--- src/rtl/mem_access_stage.sv ---
// Memory stage between Execute and Writeback: byte/half/word loads and stores over a
// req/ack data-memory port, with misalignment and bus-timeout reporting.
module mem_access_stage #(
    parameter int unsigned TIMEOUT = 64
) (
    input  logic        Clk,
    input  logic        Reset,
    input  logic        ExValid,
    input  logic        Flush,
    input  logic [31:0] ALUResult,
    input  logic [31:0] StoreData,
    input  logic [4:0]  WriteRegister,
    input  logic        RegWrite,
    input  logic        MemRead,
    input  logic        MemWrite,
    input  logic [1:0]  MemSize,
    input  logic        MemSigned,
    output logic        Stall,
    output logic        DMemReq,
    output logic        DMemWe,
    output logic [31:0] DMemAddr,
    output logic [31:0] DMemWData,
    output logic [3:0]  DMemByteEn,
    input  logic [31:0] DMemRData,
    input  logic        DMemAck,
    output logic        WbValid,
    output logic        WbRegWrite,
    output logic [4:0]  WbWriteRegister,
    output logic [31:0] WbData,
    output logic        MisalignFault,
    output logic        BusError
);

    typedef enum logic {IDLE, ACCESS} state_t;

    localparam int unsigned CW = (TIMEOUT > 1) ? $clog2(TIMEOUT) : 1;
    localparam logic [CW-1:0] CNT_LAST = CW'(TIMEOUT - 1);

    state_t         state_q, state_d;
    logic [CW-1:0]  cnt_q, cnt_d;
    logic [31:0]    addr_q, addr_d;
    logic [1:0]     lo_q, lo_d;
    logic           we_q, we_d;
    logic [3:0]     be_q, be_d;
    logic [31:0]    wdata_q, wdata_d;
    logic [1:0]     size_q, size_d;
    logic           signed_q, signed_d;
    logic [4:0]     rd_q, rd_d;
    logic           rw_q, rw_d;
    logic           wb_valid_q, wb_valid_d;
    logic           wb_regwrite_q, wb_regwrite_d;
    logic [4:0]     wb_reg_q, wb_reg_d;
    logic [31:0]    wb_data_q, wb_data_d;
    logic           misalign_q, misalign_d;
    logic           buserr_q, buserr_d;

    logic           accept;
    logic           is_mem;
    logic           misaligned;
    logic [3:0]     st_be;
    logic [31:0]    st_wdata;
    logic [7:0]     ld_byte;
    logic [15:0]    ld_half;
    logic [31:0]    ld_data;

    // Lane steering for the incoming op; byte enables are also driven on loads
    always_comb begin
        misaligned = 1'b0;
        st_be      = 4'b1111;
        st_wdata   = StoreData;
        case (MemSize)
            2'b00: begin
                st_be    = 4'b0001 << ALUResult[1:0];
                st_wdata = {4{StoreData[7:0]}};
            end
            2'b01: begin
                misaligned = ALUResult[0];
                st_be      = ALUResult[1] ? 4'b1100 : 4'b0011;
                st_wdata   = {2{StoreData[15:0]}};
            end
            default: misaligned = |ALUResult[1:0];
        endcase
    end

    always_comb begin
        ld_byte = DMemRData[7:0];
        case (lo_q)
            2'b00:   ld_byte = DMemRData[7:0];
            2'b01:   ld_byte = DMemRData[15:8];
            2'b10:   ld_byte = DMemRData[23:16];
            default: ld_byte = DMemRData[31:24];
        endcase
        ld_half = lo_q[1] ? DMemRData[31:16] : DMemRData[15:0];
        case (size_q)
            2'b00:   ld_data = {{24{signed_q & ld_byte[7]}}, ld_byte};
            2'b01:   ld_data = {{16{signed_q & ld_half[15]}}, ld_half};
            default: ld_data = DMemRData;
        endcase
    end

    assign accept = (state_q == IDLE) && ExValid && !Flush;
    assign is_mem = MemRead || MemWrite;

    always_comb begin
        state_d       = state_q;
        cnt_d         = cnt_q;
        addr_d        = addr_q;
        lo_d          = lo_q;
        we_d          = we_q;
        be_d          = be_q;
        wdata_d       = wdata_q;
        size_d        = size_q;
        signed_d      = signed_q;
        rd_d          = rd_q;
        rw_d          = rw_q;
        wb_valid_d    = 1'b0;
        wb_regwrite_d = 1'b0;
        wb_reg_d      = wb_reg_q;
        wb_data_d     = wb_data_q;
        misalign_d    = 1'b0;
        buserr_d      = 1'b0;

        case (state_q)
            IDLE: begin
                if (accept) begin
                    if (!is_mem) begin
                        wb_valid_d    = 1'b1;
                        wb_regwrite_d = RegWrite;
                        wb_reg_d      = WriteRegister;
                        wb_data_d     = ALUResult;
                    end else if (misaligned) begin
                        wb_valid_d = 1'b1;
                        wb_reg_d   = WriteRegister;
                        misalign_d = 1'b1;
                    end else begin
                        state_d  = ACCESS;
                        cnt_d    = '0;
                        addr_d   = {ALUResult[31:2], 2'b00};
                        lo_d     = ALUResult[1:0];
                        we_d     = MemWrite;
                        be_d     = st_be;
                        wdata_d  = st_wdata;
                        size_d   = MemSize;
                        signed_d = MemSigned;
                        rd_d     = WriteRegister;
                        rw_d     = RegWrite && !MemWrite;
                    end
                end
            end
            ACCESS: begin
                // Ack on the final count still completes normally
                if (DMemAck) begin
                    state_d       = IDLE;
                    wb_valid_d    = 1'b1;
                    wb_regwrite_d = rw_q;
                    wb_reg_d      = rd_q;
                    wb_data_d     = we_q ? {addr_q[31:2], lo_q} : ld_data;
                end else if (cnt_q == CNT_LAST) begin
                    state_d    = IDLE;
                    wb_valid_d = 1'b1;
                    wb_reg_d   = rd_q;
                    buserr_d   = 1'b1;
                end else begin
                    cnt_d = cnt_q + CW'(1);
                end
            end
            default: state_d = IDLE;
        endcase
    end

    always_ff @(posedge Clk or posedge Reset) begin
        if (Reset) begin
            state_q       <= IDLE;
            cnt_q         <= '0;
            addr_q        <= '0;
            lo_q          <= '0;
            we_q          <= 1'b0;
            be_q          <= '0;
            wdata_q       <= '0;
            size_q        <= '0;
            signed_q      <= 1'b0;
            rd_q          <= '0;
            rw_q          <= 1'b0;
            wb_valid_q    <= 1'b0;
            wb_regwrite_q <= 1'b0;
            wb_reg_q      <= '0;
            wb_data_q     <= '0;
            misalign_q    <= 1'b0;
            buserr_q      <= 1'b0;
        end else begin
            state_q       <= state_d;
            cnt_q         <= cnt_d;
            addr_q        <= addr_d;
            lo_q          <= lo_d;
            we_q          <= we_d;
            be_q          <= be_d;
            wdata_q       <= wdata_d;
            size_q        <= size_d;
            signed_q      <= signed_d;
            rd_q          <= rd_d;
            rw_q          <= rw_d;
            wb_valid_q    <= wb_valid_d;
            wb_regwrite_q <= wb_regwrite_d;
            wb_reg_q      <= wb_reg_d;
            wb_data_q     <= wb_data_d;
            misalign_q    <= misalign_d;
            buserr_q      <= buserr_d;
        end
    end

    assign Stall           = (state_q == ACCESS);
    assign DMemReq         = (state_q == ACCESS);
    assign DMemWe          = we_q;
    assign DMemAddr        = addr_q;
    assign DMemWData       = wdata_q;
    assign DMemByteEn      = be_q;
    assign WbValid         = wb_valid_q;
    assign WbRegWrite      = wb_regwrite_q;
    assign WbWriteRegister = wb_reg_q;
    assign WbData          = wb_data_q;
    assign MisalignFault   = misalign_q;
    assign BusError        = buserr_q;

endmodule

--- config.mk ---
export PLATFORM = sky130hd
export DESIGN_NAME = mem_access_stage
export DESIGN_NICKNAME = d
export VERILOG_FILES = /design/src/rtl/mem_access_stage.sv
export SDC_FILE = /design/constraint.sdc
export NUM_CORES = 1
export LEC_CHECK = 0
export CAP_MARGIN = 20
export CORE_MARGIN = 5
export CORE_UTILIZATION = 46
export CTS_CLUSTER_SIZE = 28
export DETAILED_ROUTE_END_ITERATION = 8
export GPL_ROUTABILITY_DRIVEN = 0
export PLACE_DENSITY = 0.81
export SYNTH_ARGS = -nofsm -noshare
export SYNTH_HDL_FRONTEND = slang
export SYNTH_SLANG_ARGS = --single-unit
--- constraint.sdc ---
create_clock -name Clk -period 4.8 [get_ports Clk]
set_clock_uncertainty 0.15 [all_clocks]
set_input_delay 0.96 -clock Clk [delete_from_list [all_inputs] [get_ports Clk]]
set_output_delay 0.96 -clock Clk [all_outputs]
set_load 0.005 [all_outputs]
==> results of run 1 <==
==> power by group <==
part / internal (mW) / switching [mW]
clock: 0.885 / 0.484
sequential: 1.32 / 0.232
combinational: 0.788 / 0.554
total: 3.00 / 1.27
==> routing by layer <==
layer | up-vias | share of wire | GRT usage
met4 | 0 | 0.042 | 0.1198
met1 | 3027 | 0.40 | 0.3281
met3 | 73 | 0.071 | 0.06260
li1 | 2736 | - | -
met5 | - | 0 | 0
met2 | 290 | 0.49 | 0.4086
==> cells in the mapped netlist, drive strengths merged, types with 3 or more instances <==
| library cell | n | share of area |
|---|---|---|
| dfrtp | 126 | 0.47 |
| o21ai | 72 | 0.055 |
| nand2 | 70 | 0.039 |
| mux2 | 63 | 0.11 |
| a21oi | 36 | 0.028 |
| buf | 30 | 0.026 |
| mux2i | 28 | 0.042 |
| clkbuf | 27 | 0.015 |
| nor2 | 22 | 0.013 |
| o211ai | 22 | 0.032 |
| nand3 | 20 | 0.015 |
| a2111oi | 17 | 0.035 |
| nor2b | 11 | 0.010 |
| inv | 10 | 0.0056 |
| nand2b | 8 | 0.0075 |
| o211a | 8 | 0.012 |
| o22ai | 8 | 0.0075 |
| nor4 | 6 | 0.0056 |
| a211oi | 4 | 0.0045 |
| o21bai | 4 | 0.0045 |
| o311ai | 4 | 0.0053 |
| or4b | 4 | 0.0060 |
| and2 | 3 | 0.0028 |
| and3b | 3 | 0.0039 |
| nor3b | 3 | 0.0041 |
| o311a | 3 | 0.0045 |
==> cells by family (layout without fill, tap and decap cells) <==
group | Yosys count | in the layout
AOI/OAI and AO/OA | 191 | 191
and+or+nand+nor | 161 | 161
DFF | 126 | 126
muxes | 92 | 92
buffers and inverters | 68 | 275
adders and majority gates | 1 | 1
other | 1 | 4
xor gates and xnor gates | 1 | 1
==> stage by stage <==
step                utilization  hold WS, ns  power, mW  instances
finish                   0.6679       0.3314      4.267       1035
detailed placement       0.6202       0.3211      2.891        998
global placement         0.6202       0.3120      2.833        998
floorplan                     -       0.3002      2.119        642
global route             0.6677       0.3596      4.458       1034
CTS                      0.6641       0.3336      4.274       1030
==> flip-flops by register name, summed over array words and instances (netlist names) <==
name             count
DMemWData           32
WbData              32
DMemAddr            30
cnt_q                6
WbWriteRegister      5
rd_q                 5
DMemByteEn           4
lo_q                 2
size_q               2
BusError             1
DMemReq              1
DMemWe               1
MisalignFault        1
WbRegWrite           1
WbValid              1
rw_q                 1
signed_q             1
==> final cells by class <==
class                   instances  area, um2  area share
clock buffers                  19      442.9     0.04615
flip-flops and latches        126       3153      0.3286
repair buffers                232       2322      0.2420
well taps                     184      230.2     0.02399
inverters                      11      43.79    0.004563
diodes                          2      5.005   0.0005215
clock inverters                13      187.7     0.01956
multi-input cells             448       3212      0.3347
==> worst reg2reg max path: cells and delay by family, from the launching register on <==
kind | cells | cell delay (ns)
flip-flops | 1 | 0.96
AND/OR/NAND/NOR | 1 | 0.78
AO/OA/AOI/OAI | 3 | 0.96
==> worst max-delay path by stage <==
stage / endpoint / cells after the start
after global placement: cnt_q[3] / 6
after CTS: WbData[29] / 5
after detailed placement: WbData[27] / 5
final: cnt_q[3] / 6
after floorplan: BusError / 1
after global routing: cnt_q[3] / 6
==> results.md, run 1 <==
- Status: completed
- Post-Synthesis Cells: approximately 640
- Compound-gate portion of the synthesized area: 0.2043
- Cts bufs inserted: 17
- Final critical-path share of the clock period: 0.6718
- CTS resizes: 0
- Post-layout min period: 3.225 ns
- Max IR drop VDD: ~0.31 mV
- Io pins: ~220
- Worst reg2reg setup slack: about 1.9 ns
- Max Freq: approximately 0.31 GHz
- Filler instances: between 1000 and 1500
- First-pass GRT wire length: around 34000 um
- Dpl hpwl: 16000 um
- Commonest non-fill, non-tap cell in the layout: clkdlybuf4s50_1
- Setup crit start: MemSize[0]
- Die area: between 15000 and 20000 um2
- Synth warn: 0
- Top delay family on crit path: buffers and inverters
- DR WL/cell: between 20 and 25 um
- Most frequent cell on the critical path: nand2_1
- Data arrival time of the critical path: roughly 3.4 ns
- # Max-Cap Violations: 0
- GRT overflow: 0
- Slew headroom: 0.3340
- CTS tree: built
- CTS Sinks: roughly 130
- #FFs+latches synth: ~130
- Hold Path Depth: 2
- Total GRT Usage: 0.2553
- Layout cells sized above 1: 0.1602
- Cells along the critical path: clkdlybuf4s50_1 > nand2_1 > nand4_1 > buf_4 > or4b_1 > nand2_1
- Total Neg Setup Slack: 0 ns
- Async S/R FF share, synth: 1.000
- Post-synthesis sequential area ratio: 0.4728
- Leak pwr: 3.984 nW
- Core Box Area: 14370 um2
- Crit. End Element: flop
- Post-Synthesis Cell Area: about 6700 um2
- Largest net degree at the start of global routing: 90
- Critical path peak fanout: 67
- Site row count: between 40 and 50
- CTS H-tree lvls: 4
- Pwr per Cell Area: around 440 nW/um2
- Final Hold Vio Count: 0
- Initial antenna violation count: 1
- Worst reg2reg path startpoint: DMemReq
- FF-to-FF path depth: 4
- Largest family of logic cells by synthesized area: compound AO/OA/AOI/OAI gates
- CTS Hold Bufs: 0
- Netlist cell types: 60
- Via count: 6126
- Slowest CP cell: clkdlybuf4s50_1
- Final WS setup: ~1.6 ns
- Worst min-delay path class: reg -> reg
- CP max stage delay: roughly 0.94 ns
- Placed cell area: approximately 8900 um2
- CP Buf/Inv Count: 2
- Die width: 130.4 um
- Die Ht: roughly 130 um
- Pre-CTS setup slack: about 1.2 ns
- Worst setup path class: in -> reg
- Number of DRC markers in iteration 0: 470
- Required time worst endpoint: ~5.0 ns
- Xor and xnor fraction of the mapped netlist area: 0.001313
- Simple-gate area share of the yosys netlist: 0.1195
- R2r endpoint: WbData[0]
- Tightest Pin Transition: 0.9953 ns
- Post-DRT Antenna Nets: 0
- Worst Hold End: DMemWData[24]
- HP Start: DMemWData[24]
- Pins Over Slew Limit: 0
- CTS Buffer Depth: 2
- Setup violators final: 0
- Number of global-route vias before repair: between 6000 and 7000
- Ys flop type: dfrtp_1
- Routed WL: 21860 um
- Post-Syn Area per Cell: 10.40 um2
- Avg Vias per Cell: between 5 and 6
- Adder-Cell Fraction of Synth Area: 0.001876
- Layout area overhead: 43.90%
- Cell area after layout: ~9600 um2
- Starting density of the core: 0.4641
- Post-synth EDFFs: 0
- CTS root buf: clkbuf_16
- Most frequent cells in the layout: clkdlybuf4s50_1, dfrtp_1, nand2_1, o21ai_0, mux2_2
- Critical path launch point type: input port
- Clock Pin Slew Worst Setup and Hold Paths: 0.06 ns
- Worst skew pair latency: roughly 0.41 ns
- Setup bufs post-CTS: 0
- RSZ-0062 raised after global routing: false
- Residual DRC: 0
- Proportion of synthesized area in mux cells: 0.1518
- NumNets Final: between 900 and 1000
- # port buffers: between 200 and 250
- Drt pass-1 iters: 5
(Power assumes the default switching activity.)
==> inputs of run 2 (changes only) <==
==> constraint.sdc (replaced) <==
create_clock -name Clk -period 3.3 [get_ports Clk]
set_clock_uncertainty 0.15 [all_clocks]
set_input_delay 0.66 -clock Clk [delete_from_list [all_inputs] [get_ports Clk]]
set_output_delay 0.66 -clock Clk [all_outputs]
set_load 0.005 [all_outputs]
==> run 2 against run 1 <==
Compared with the run above:
- critical path depth is 1 lower
- final cell count is 0.77% higher
- clock power is 43% higher
- worst setup slack worse by 0.86 ns
- global-route usage is 0.39 points higher
- wire length is 0.50% higher
- worst hold slack worse by 0.0060 ns
- utilization is 0.33 points higher
==> results.md, run 2 (synthesized netlist as in run 1, its figures left out) <==
- Status: completed
- Pins Over Slew Limit: 0 (unchanged)
- Io pins: 224 (unchanged)
- Sequential share of power: 0.360 (-0.004)
- Critical path launch point type: input port
- Worst skew pair latency: 0.42 ns (about the same)
- Commonest non-fill, non-tap cell in the layout: clkdlybuf4s50_1
- Initial antenna violation count: 1 (unchanged)
- Setup violators final: 0 (unchanged)
- CTS H-tree lvls: 4 (unchanged)
- Starting density of the core: 0.4641 (unchanged)
- Worst reg2reg path startpoint: lo_q[1]
- Dpl hpwl: 16070 um (+0.44%)
- Worst Hold End: DMemWData[9]
- Number of global-route vias before repair: 6260 (+0.14%)
- Final WS setup: 0.7190 ns (-0.8562 ns)
- Required time worst endpoint: 3.42 ns (-1.58 ns)
- Logic pwr share: 0.324 (+0.009)
- Clock Pin Slew Worst Setup and Hold Paths: 0.05 ns (about the same)
- Crit. End Element: flop
- Final Hold Vio Count: 0 (unchanged)
- # port buffers: 221 (unchanged)
- Clk pwr share: 0.316 (-0.005)
- Switching portion of total power: 0.2930 (-0.004881)
- DR WL/cell: 21.06 um (-0.27%)
- HP Start: DMemWData[9]
- Max IR drop VDD: 0.4474 mV (+45%)
- Cts bufs inserted: 17 (unchanged)
- Worst min-delay path class: reg -> reg
- WHS: 0.3254 ns (-0.006041 ns)
- Routed WL: 21970 um (+0.50%)
- CTS tree: built
- CTS Buffer Depth: 2 (unchanged)
- Slew headroom: 0.3577 (+0.02375)
- Residual DRC: 0 (unchanged)
- FF-to-FF path depth: 5 (+1)
- Hold Path Depth: 2 (unchanged)
- CTS Sinks: 126 (unchanged)
- Pint: 4.373 mW (+46%)
- Via count: 6145 (+0.31%)
- Most frequent cells in the layout: clkdlybuf4s50_1, dfrtp_1, nand2_1, o21ai_0, mux2_2
- Placed Cells: 1010 (+1.2%)
- Die area: 17010 um2 (unchanged)
- Drt pass-1 iters: 5 (unchanged)
- Total GRT Usage: 0.2591 (+0.003891)
- NetSw: 1.812 mW (+43%)
- Number of DRC markers in iteration 0: 497 (+5.7%)
- Layout area overhead: 44.62%
- Area of the multi-input gates: 3212 um2 (unchanged)
- Total Power: 6.185 mW (+45%)
- Data arrival time of the critical path: 2.71 ns (-0.72 ns)
- Reg area: 3153 um2 (unchanged)
- Largest net degree at the start of global routing: 127 (+41%)
- CTS resizes: 0 (unchanged)
- CTS root buf: clkbuf_16
- Die Ht: 130.4 um (unchanged)
- Max Freq: 0.3874 GHz
- Die width: 130.4 um (unchanged)
- Setup bufs post-CTS: 0 (unchanged)
- Post-Layout Cell Count: 1043 (+0.77%)
- Avg Vias per Cell: 5.892 (-0.46%)
- Tightest Pin Transition: 0.9598 ns (-0.03550 ns)
- Leak pwr: 4.031 nW (+1.2%)
- Worst setup path class: in -> reg
- Filler instances: 1065 (-2.6%)
- NumNets Final: 958 (+0.95%)
- Worst reg2reg setup slack: 0.86 ns (-1.01 ns)
- Total Neg Setup Slack: 0 ns (unchanged)
- Site row count: 44 (unchanged)
- RSZ-0062 raised after global routing: false
- Post-layout min period: between 2 and 3 ns
- Pwr per Cell Area: 641.3 nW/um2 (+44%)
- Final critical-path share of the clock period: 0.7821
- # Max-Cap Violations: 0 (unchanged)
- Layout cells sized above 1: 0.1678 (+0.007644)
- Critical path peak fanout: 16 (-76%)
- First-pass GRT wire length: 33920 um (+1.1%)
- Pre-CTS setup slack: 0.3335 ns (-0.8505 ns)
- CTS Hold Bufs: 0 (unchanged)
- GRT overflow: 0 (unchanged)
- Setup crit start: DMemRData[31]
- Core Box Area: 14370 um2 (unchanged)
- Post-DRT Antenna Nets: 0 (unchanged)
- R2r endpoint: WbData[30]
-- run 2: cell types whose count changed in the layout (fill, tap and decap cells not counted), sizes merged --
cell	delta
clkinvlp	-2
inv	-3
diode	-1
buf	+9
clkinv	-2
bufinv	-2
clkbuf	+9
-- run 2: per-stage QoR --
step	utilization	instance area [um2]
3_3_place_gp	0.6274	9015
3_5_place_dp	0.6274	9015
4_1_cts	0.6710	9642
6_report	0.6712	9644
2_1_floorplan	-	6676
5_1_grt	0.6712	9644
-- run 2: worst max-delay path by stage --
stage	to	slack, ns	cells past startpoint
final	WbData[30]	0.72	5
after global routing	WbWriteRegister[4]	0.68	6
after CTS	WbData[30]	0.78	5
after detailed placement	WbData[30]	0.33	5
after global placement	rd_q[3]	0.47	5
after floorplan	BusError	0.94	1
-- run 2: power groups by stage --
| stage | logic (mW) | clock network [mW] | registers (mW) |
|---|---|---|---|
| global placement | 1.93 | 0 | 2.22 |
| CTS | 2.01 | 1.98 | 2.22 |
| global route | 2.16 | 2.05 | 2.27 |
| detailed placement | 1.99 | 0 | 2.24 |
| floorplan | 0.903 | 0 | 2.18 |
| finish | 2.00 | 1.96 | 2.23 |
-- run 2: layer usage --
layer | global-route usage | part of all wire
met5 | 0 | 0
met3 | 0.06504 | 0.079
met1 | 0.3349 | 0.39
met2 | 0.4077 | 0.49
met4 | 0.1295 | 0.041
-- run 2: area by class of cell --
class / count / area share
multi-input combinational: 448 / 0.3330
sequential: 126 / 0.3269
timing repair buffer: 241 / 0.2462
clock buffer: 28 / 0.05773
tap: 184 / 0.02387
clock inverter: 4 / 0.007265
inverter: 11 / 0.004670
antenna: 1 / 0.0002595
-- run 2: worst max-delay path, stage by stage --
cell	delay (ns)
clkdlybuf4s50_1	0.53
mux2_2	0.32
and3_1	0.41
a2111oi_0	0.60
o211ai_1	0.18
==> inputs of run 3 (changes only) <==
==> constraint.sdc (replaced) <==
create_clock -name Clk -period 2.4 [get_ports Clk]
set_clock_uncertainty 0.15 [all_clocks]
set_input_delay 0.48 -clock Clk [delete_from_list [all_inputs] [get_ports Clk]]
set_output_delay 0.48 -clock Clk [all_outputs]
set_load 0.005 [all_outputs]
==> run 3 against run 2 <==
Compared with the run above:
- combinational power is 45% higher
- critical path depth increased by 1
- global-route usage grew 0.25 points
- die area is the same
- via count grew 2.0%
- count of clock-buffer cells in the layout down 3
- largest power group unchanged
- first-iteration DRC count increased by 52%
- non-clock buffer count rose by 37
- clock power rose by 16%
==> results.md, run 3 (synthesized netlist as in run 1, its figures left out) <==
- Die area: 17010 um2 (unchanged)
- CTS Hold Bufs: 0 (unchanged)
- Status: completed
- Layout cells sized above 1: 0.1966 (+0.02880)
- Final Hold Vio Count: 0 (unchanged)
- Post-Layout Cell Count: 1075 (+3.1%)
- Setup crit end: WbData[30]
- NumNets Final: 995 (+3.9%)
- FF-to-FF path depth: 5 (unchanged)
- CTS Sinks: 126 (unchanged)
- Required time worst endpoint: 2.52 ns (-0.90 ns)
- Max IR drop VDD: 0.5293 mV (+18%)
- Initial antenna violation count: 2 (+1)
- CTS H-tree lvls: 4 (unchanged)
- Pwr per Cell Area: 831.9 nW/um2 (+30%)
- Total GRT Usage: 0.2616 (+0.002504)
- Data arrival time of the critical path: 2.39 ns (-0.32 ns)
- Largest net degree at the start of global routing: 84 (-34%)
- Die width: 130.4 um (unchanged)
- Pins Over Slew Limit: 0 (unchanged)
- Critical path peak fanout: 11 (-5)
- DR WL/cell: 20.71 um (-1.7%)
- Via count: 6269 (+2.0%)
- Worst reg2reg path startpoint: size_q[1]
- Routed WL: 22260 um (+1.3%)
- Leak pwr: 4.170 nW (+3.5%)
- First-pass GRT wire length: 34450 um (+1.6%)
- RSZ-0062 raised after global routing: false
- Post-layout min period: 2.272 ns
- R2r endpoint: WbData[30]
- Site row count: 44 (unchanged)
- Slew headroom: 0.2617 (-0.09609)
- Number of global-route vias before repair: 6366 (+1.7%)
- CTS Buffer Depth: 2 (unchanged)
- Tightest Pin Transition: 1.103 ns (+0.1436 ns)
- Starting density of the core: 0.4641 (unchanged)
- Placed cell area: 9313 um2 (+3.3%)
- Number of DRC markers in iteration 0: 757 (+52%)
- Critical path launch point type: input port
- Cts bufs inserted: 17 (unchanged)
- Commonest non-fill, non-tap cell in the layout: clkdlybuf4s50_1
- Post-DRT Antenna Nets: 0 (unchanged)
- Most frequent cells in the layout: clkdlybuf4s50_1, dfrtp_1, nand2_1, o21ai_0, mux2_2
- Worst min-delay path class: reg -> reg
- # port buffers: 221 (unchanged)
- Max Freq: ~0.44 GHz
- Drt pass-1 iters: 8 (+3)
- Worst setup path class: in -> reg
- Setup crit start: DMemRData[31]
- Placed Cells: 1043 (+3.3%)
- Layout area overhead: 48.01%
- Avg Vias per Cell: 5.832 (-1.0%)
- Clock Pin Slew Worst Setup and Hold Paths: 0.05 ns (about the same)
- CTS root buf: clkbuf_16
- Residual DRC: 0 (unchanged)
- Die Ht: 130.4 um (unchanged)
- Worst skew pair latency: 0.42 ns (about the same)
- Cell area after layout: 9871 um2 (+2.3%)
- Setup violators final: 0 (unchanged)
- Final critical-path share of the clock period: 0.9469
- Io pins: 224 (unchanged)
- Core Box Area: 14370 um2 (unchanged)
- Dpl hpwl: 16660 um (+3.7%)
- Crit. End Element: flop
- # Max-Cap Violations: 0 (unchanged)
- Worst reg2reg setup slack: 0.22 ns (-0.64 ns)
- CTS tree: built
- Filler instances: 1054 (-1.0%)
- GRT overflow: 0 (unchanged)
==> run 3: changes by cell type in the layout (fill, tap and decap cells not counted) <==
cell       change
o21bai_2       +1
buf_6          +1
clkbuf_1       +2
clkbuf_8       -5
o21bai_1       -1
bufinv_16      -2
buf_12         +5
buf_4         +31
==> run 3: cell type report <==
class,count,area (um2),share of cell area
clock inverter,2,10.01,0.001014
multi-input combinational,448,3216,0.3258
antenna,1,2.502,0.0002535
inverter,11,45.04,0.004563
sequential,126,3153,0.3194
timing repair buffer,278,2719,0.2754
tap,184,230.2,0.02332
clock buffer,25,495.5,0.05020
==> run 3: worst max-delay path, stage by stage <==
cell and delay (ns):
clkdlybuf4s50_1 0.46, buf_4 0.17, mux2_2 0.25, and3_1 0.34, a2111oi_0 0.50, o211ai_1 0.19
==> run 3: power breakdown <==
part | internal [mW] | switching (mW) | total [mW] | leakage (nW)
sequential | 2.65 | 0.390 | 3.04 | 1.53
clock | 1.39 | 0.873 | 2.27 | 0.251
combinational | 1.70 | 1.21 | 2.91 | 2.39
==> run 3: metal layers <==
metal | up-vias | share of wire | global-route usage
li1 | 2836 | - | -
met5 | - | 0.00081 | 0
met2 | 293 | 0.48 | 0.4092
met3 | 58 | 0.079 | 0.06179
met1 | 3080 | 0.40 | 0.3496
met4 | 2 | 0.040 | 0.1149
==> run 3: what timing repair did <==
item / 4_1_cts / 5_1_grt
resized for setup: 0 / 2
buffers inserted: 4 / 0
pin swaps: 1 / 0
endpoints found under the setup margin: 3 / 6
==> run 3: worst min path at each step <==
stage	from	endpoint	depth (start not counted)
final	DMemByteEn[0]	DMemByteEn[0]	1
after global routing	DMemByteEn[0]	DMemByteEn[0]	1
after CTS	DMemByteEn[0]	DMemByteEn[0]	1
after detailed placement	DMemByteEn[0]	DMemByteEn[0]	1
after global placement	DMemWData[14]	DMemWData[14]	2
after floorplan	rw_q	rw_q	2
==> run 3: metrics by stage <==
stage / setup slack [ns] / power [mW] / util / hold slack, ns / TNS [ns]
after detailed placement: -0.4178 / 5.902 / 0.6481 / 0.3219 / -6.694
after floorplan: 0.2167 / 4.238 / - / 0.3002 / 0
after global routing: 0.08151 / 8.615 / 0.6870 / 0.3403 / 0
final: 0.1275 / 8.211 / 0.6870 / 0.3295 / 0
after CTS: 0.1080 / 8.230 / 0.6863 / 0.3313 / 0
after global placement: -0.2897 / 5.778 / 0.6481 / 0.3114 / -4.068
